--- src/rtl/cs_word_pipe.sv ---
// cs_word_pipe: control-word pipeline between the microcode decoder and the
// cs field mapper. Bubble-collapsing valid/ready stages with stall and flush.
// One-shot strobe fields are replaced by their idle values while a word is
// held at the output, so each strobe fires exactly once per word.
module cs_word_pipe #(
  parameter int                    CW_WIDTH    = 65,
  parameter int                    STAGES      = 2,
  parameter logic [CW_WIDTH-1:0]   NOP_WORD    = 65'h0_0000_0001_0000_0010,
  parameter logic [CW_WIDTH-1:0]   STROBE_MASK = 65'h1_C190_0781_3020_0010,
  localparam int                   OCC_W       = $clog2(STAGES + 1)
) (
  input  logic                clk,
  input  logic                rst_n,
  input  logic                in_valid,
  output logic                in_ready,
  input  logic [CW_WIDTH-1:0] in_word,
  input  logic                stall,
  input  logic                flush,
  output logic                out_valid,
  output logic                out_first,
  output logic [CW_WIDTH-1:0] out_word,
  output logic [OCC_W-1:0]    occupancy
);

  localparam int LAST = STAGES - 1;

  logic [STAGES-1:0]   r_valid;
  logic [CW_WIDTH-1:0] r_data [STAGES];
  logic                r_first;
  logic [OCC_W-1:0]    r_occ;

  logic [STAGES:0]     w_adv;
  logic [STAGES-1:0]   w_in_vld;
  logic [CW_WIDTH-1:0] w_in_data [STAGES];
  logic                w_accept;
  logic                w_take;
  logic [CW_WIDTH-1:0] w_out_word;

  // Held words keep their selector fields but drop strobes back to idle.
  function automatic logic [CW_WIDTH-1:0] f_hold_filter(input logic [CW_WIDTH-1:0] word);
    return (word & ~STROBE_MASK) | (NOP_WORD & STROBE_MASK);
  endfunction

  // Stage k can move when any stage from k to the output has a hole, or the
  // consumer is taking; written without a self-referencing chain.
  always_comb begin
    logic w_free;
    w_adv = '0;
    w_adv[STAGES] = !stall;
    for (int k = 0; k < STAGES; k++) begin
      w_free = !stall;
      for (int j = k; j < STAGES; j++) begin
        w_free = w_free || !r_valid[j];
      end
      w_adv[k] = w_free;
    end
  end

  assign in_ready = rst_n && !flush && w_adv[0];
  assign w_accept = in_valid && in_ready;
  assign w_take   = r_valid[LAST] && !stall;

  // What each stage would load: the decoder input for stage 0, the previous stage otherwise.
  for (genvar g = 0; g < STAGES; g++) begin : g_in
    if (g == 0) begin : g_head
      assign w_in_vld[g]  = w_accept;
      assign w_in_data[g] = in_word;
    end else begin : g_body
      assign w_in_vld[g]  = r_valid[g-1];
      assign w_in_data[g] = r_data[g-1];
    end
  end

  // Stage registers, first-cycle marker and occupancy counter; flush empties the pipe.
  always_ff @(posedge clk) begin
    if (!rst_n) begin
      r_valid <= '0;
      r_first <= 1'b0;
      r_occ   <= '0;
      for (int k = 0; k < STAGES; k++) begin
        r_data[k] <= NOP_WORD;
      end
    end else if (flush) begin
      r_valid <= '0;
      r_first <= 1'b0;
      r_occ   <= '0;
    end else begin
      for (int k = 0; k < STAGES; k++) begin
        if (w_adv[k]) begin
          r_valid[k] <= w_in_vld[k];
          if (w_in_vld[k]) begin
            r_data[k] <= w_in_data[k];
          end
        end
      end
      // A word newly arriving at the output is fresh; one that stays is held.
      r_first <= w_adv[LAST] ? w_in_vld[LAST] : 1'b0;
      r_occ   <= r_occ + OCC_W'(w_accept) - OCC_W'(w_take);
    end
  end

  // Output word from registers only: idle when empty, exact on first cycle, strobe-filtered while held.
  always_comb begin
    w_out_word = NOP_WORD;
    if (r_valid[LAST]) begin
      w_out_word = r_first ? r_data[LAST] : f_hold_filter(r_data[LAST]);
    end
  end

  assign out_valid = r_valid[LAST];
  assign out_first = r_first;
  assign out_word  = w_out_word;
  assign occupancy = r_occ;

endmodule

--- config.mk ---
export PLATFORM = sky130hd
export DESIGN_NAME = cs_word_pipe
export DESIGN_NICKNAME = d
export VERILOG_FILES = /design/src/rtl/cs_word_pipe.sv
export SDC_FILE = /design/constraint.sdc
export NUM_CORES = 1
export LEC_CHECK = 0
export ABC_AREA = 1
export BUFFER_PORTS_ARGS = -buffer_cell sky130_fd_sc_hd__buf_2
export CAP_MARGIN = 40
export CORE_MARGIN = 5
export CORE_UTILIZATION = 40
export CTS_CLUSTER_SIZE = 25
export DETAILED_ROUTE_END_ITERATION = 16
export HOLD_SLACK_MARGIN = 0.15
export SLEW_MARGIN = 20
export SYNTH_ARGS = -nofsm -noshare
export SYNTH_HDL_FRONTEND = slang
export SYNTH_SLANG_ARGS = --single-unit
--- constraint.sdc ---
create_clock -name clk -period 6.9 [get_ports clk]
set_input_delay 1.38 -clock clk [delete_from_list [all_inputs] [get_ports clk]]
set_output_delay 1.38 -clock clk [all_outputs]
set_load 0.02 [all_outputs]
---- Word level (Yosys, flattened, before mapping) ----
Memories as Yosys holds them, arrays and structs flattened.
Index checks and enable logic that the tools add are counted.
cells by class
  add/sub/neg operators ................... 2
  muxes and demuxes ....................... 15
  bitwise gates (word level) .............. 4
  reduce and logical (&&, ||, !) cells .... 13
operators by type and width
  operator                                     number
  65-bit 2-to-1 mux                            4
  1-bit 2-to-1 mux                             11
  1-bit logical AND                            4
  1-bit zero test                              4
  1-bit logical OR                             3
  3-bit OR reduction                           1
  2-bit by 1-bit adder with 2-bit output       1
  1-bit inverter                               2
  1-bit OR                                     2
  2-bit OR reduction                           1
  2-bit by 1-bit subtractor with 2-bit output  1
storage, ports and cells
  register bits after elaboration ......... 5
  memory bits (writable) .................. 130
  input port bits ......................... 70
  output and inout bits ................... 70
  logic and storage cells ................. 39
  memories kept ........................... 1
memories
  name    words  bits a word  rd ports  clocked after Yosys merged registers in  write ports  line  source
  r_data  2      65           2         0                                        2            28    logic [CW_WIDTH-1:0] r_data [STAGES];

---- Longest topological paths before layout ----
  depth after elaboration ................. 11
  gate-level depth with buffers ........... 12
  mapped depth without buffers ............ 11

---- Least setup slack after synthesis ----
No wires, ideal clock.
  path kind ............................... in2reg
  start ................................... in stall
  end ..................................... mem r_data[1][35], in the netlist r_data[0][100] (enable)
  setup time .............................. 425 ps
  arrival ................................. 3286 ps
  data required time ...................... 6475 ps
  setup slack ............................. 3190 ps
  stages .................................. 5
  cells stage by stage .................... nand2_1 > nand4_1 > buf_2 > buf_2 > nand2_1
RTL lines
  what         line  source
  from (decl)  17    input logic stall,
  to (decl)    28

---- Worst setup path after layout ----
  start ................................... reg r_valid[1]
  end ..................................... out out_word[32]
between the ends
  cells in the longest elaborated chain, start to end .. 1
ends and longest elaborated chain
  what                               line  source
  from (decl)                        27    logic [STAGES-1:0] r_valid;
  from (signal, indexed assignment)  90    r_valid[k] <= w_in_vld[k];
  65-bit 2-to-1 mux                  105   if (r_valid[LAST]) begin
  to (decl)                          21    output logic [CW_WIDTH-1:0] out_word,
Every way passes these cells.

==> flow_metrics.tcl <==
set metrics [dict create \
    synthDistinctLibCells 19 \
    pwr-share-clk 0.459 \
    hold_viol 0 \
    drive_above_1_share 0.3881 \
    grt_overflow_total 0 \
    dr.first_iter.drc_count 203 \
    vias_per_cell 4.252 \
    cts_setup_buffers 0 \
    leakage_uw 0.003841 \
    ys_seq_elements 135 \
    cts_sinks 135 \
    cp.arrival_ns 2.27 \
    power_density_mw_per_mm2 246.1 \
    dp.cells 920 \
    cts_max_level 4 \
    start_kind "flop" \
    worst_skew_pair.late_latency_ns 0.41 \
    fin_crit_ns 3.652 \
    grtUsageTotal 0.1390 \
    reg2reg_to "r_data[0][57]" \
    hp-start "r_data[0][4]" \
    area_growth_syn_to_layout_pct 22.65 \
    timing.final.crit_share 0.5292 \
    seq_area_frac_synth 0.6200 \
    slowest_stage "dfxtp_2" \
    clockRootBuffer "clkbuf_16" \
    syn-mean-instance-area_sq_um 10.93 \
    cap_violations 0 \
    drc_errors 0 \
    p_sw_uw 407.7 \
    r2r_start "r_valid[1]" \
    crit_chain "buf_12 > nand2_1 > or2_2 > buf_2" \
    cp_top_family "simple AND/OR/NAND/NOR gates" \
    p_comb_frac 0.053 \
    dieArea_sq_mm 0.01878 \
    nets 796 \
    internal-power_uw 1541 \
    dp_hpwl_microns 8527 \
    insertedDiodeCount 0 \
    ir_worst_vdd_mv 0.1595 \
    setup-violations-final 0 \
    hold_depth 2 \
    drt-total-wl_microns 12460 \
    wl_per_cell_microns 13.08 \
    max_freq_mhz 273.8 \
    synthesis.nets 663 \
    grt_pass1_wl_microns 20150 \
    die_w_microns 137.1 \
    die_h_microns 137.1 \
    netlist_area_sq_mm 0.006457 \
    slew_headroom 0.5885 \
    antenna_left 0 \
    syn-instance-count 591 \
    portBuffers 139 \
    stdcell_count 953 \
    seqPwrFrac 0.488 \
    hp-class "flop to flop" \
    cts_buffers 17 \
    yosys_warnings 0 \
    io_pins 140 \
    nFillCells 1456 \
    cp_max_fo 35 \
    grt_max_degree 66 \
    slew_viol_final 0 \
    tightest_slew_ns 0.6157 \
    crit_required_ns 5.52 \
    cts_resized 0 \
    run_status "completed" \
    fin_setup_tns_ns 0 \
    cts_tree "done" \
    reg2reg_depth 6 \
    cts-hold-fix-buffers 0 \
    clock_skew_ns 0.01130 \
    dr.pass1.iters 4 \
    vias 4052 \
    switching_share 0.2092 \
    grt_pass1_vias 4176 \
    initial_core_util 0.4065 \
    antenna_found_initial 0 \
    cp_num_buf_inv 2 \
    coreArea_sq_mm 0.01589 \
    rsz0062_at_grt "false" \
    hold_end "r_data[0][69]" \
    cp-end-kind "output pin" \
    rrSetupSlack_ns 4.35 \
    gp_routability_congestion 0.7196 \
    crit_path_max_incr_delay_ns 0.60 \
    num_rows 46 \
    clk_pin_slew_ns 0.06 \
    clockBufferDepth 2 \
    critPathKind "flop to output pin" \
]
==> per-layer routing <==
metal,share of wire,track usage
met3,0.040,0.03529
met2,0.53,0.2458
met5,0,0
met1,0.40,0.1565
met4,0.022,0.06541
==> flip-flops by register name (all words and copies together), names as in the netlist <==
register / count
occupancy: 2
out_first: 1
r_data: 130
r_valid: 2
==> worst reg2reg max path, cell delays in order, from the launching register on <==
cell and delay, ns:
dfxtp_2 0.45, buf_12 0.24, nand3_1 0.19, nand3_4 0.37, buf_16 0.36, nand2_4 0.32
buf_12 0.28
==> power by group through the flow <==
stage                     logic, uW  clock network, uW  registers (uW)
after floorplan                66.5                  0             968
after global placement         96.2                  0             969
after detailed placement        103                  0             969
after CTS                       104                914             952
after global routing            116                962             955
final                           103                895             951
==> cells in the mapped netlist <==
cell / instances / area, sq um
inv_1: 202 / 758.2
edfxtp_1: 130 / 3904
a21oi_2: 100 / 875.8
nand2_1: 63 / 236.5
a21oi_1: 29 / 145.1
buf_6: 21 / 236.5
nor2_1: 17 / 63.81
buf_2: 6 / 30.03
buf_1: 5 / 18.77
dfxtp_1: 5 / 100.1
clkbuf_1: 2 / 7.510
ha_1: 2 / 25.02
nand3_1: 2 / 10.01
or2_2: 2 / 12.51
buf_4: 1 / 7.510
inv_2: 1 / 3.750
nand3_2: 1 / 10.01
nand4_1: 1 / 6.260
nor2_2: 1 / 6.260
==> metrics by stage <==
step                  util  cell area (sq um)  power, uW  hold WS [ns]  setup slack [ns]
floorplan                -               6457       1034        0.4584             3.190
global placement    0.4513               7169       1065        0.4875             2.795
detailed placement  0.4603               7312       1072        0.4976             3.253
CTS                 0.4973               7900       1970        0.5133             3.127
global route        0.4986               7920       2032        0.5264             3.065
finish              0.4986               7920       1949        0.5139             3.248
==> kinds of logic after synthesis <==
family	after synthesis	share of synthesized area
AOI/OAI and AO/OA	129	0.1581
adders and majority gates	2	0.003875
buffers and inverters	238	0.1645
DFF	135	0.6200
and+or+nand+nor	87	0.05348
==> area by class of cell <==
cell class / count / area [sq um] / share of cell area
clock buffers: 18 / 429.2 / 0.05419
multi-input cells: 218 / 1414 / 0.1785
clock inverters: 14 / 158.9 / 0.02006
inverters: 203 / 762.0 / 0.09621
well taps: 216 / 270.3 / 0.03412
flip-flops and latches: 135 / 4005 / 0.5057
repair buffers: 149 / 880.8 / 0.1112
==> how the worst max path moves through the flow <==
stage          cells after the start             end  slack, ns  startpoint
6_report                           4    out_word[32]       3.25  r_valid[1]
3_5_place_dp                       6   r_data[0][18]       3.25       rst_n
4_1_cts                            4    out_word[32]       3.13  r_valid[1]
3_3_place_gp                       5   r_data[0][15]       2.79       rst_n
5_1_grt                            4    out_word[32]       3.07  r_valid[1]
2_1_floorplan                      5  r_data[0][100]       3.19       stall
==> cell usage in the layout, fill, tap and decap left out, drive strengths merged <==
master,instances
a21oi,129
bufinv,3
dfxtp,5
nand4,1
or2,2
inv,203
nand2,63
ha,2
clkinv,6
clkbuf,18
nand3,3
edfxtp,130
buf,149
nor2,18
clkinvlp,5
Power figures use the tool's default switching activity.
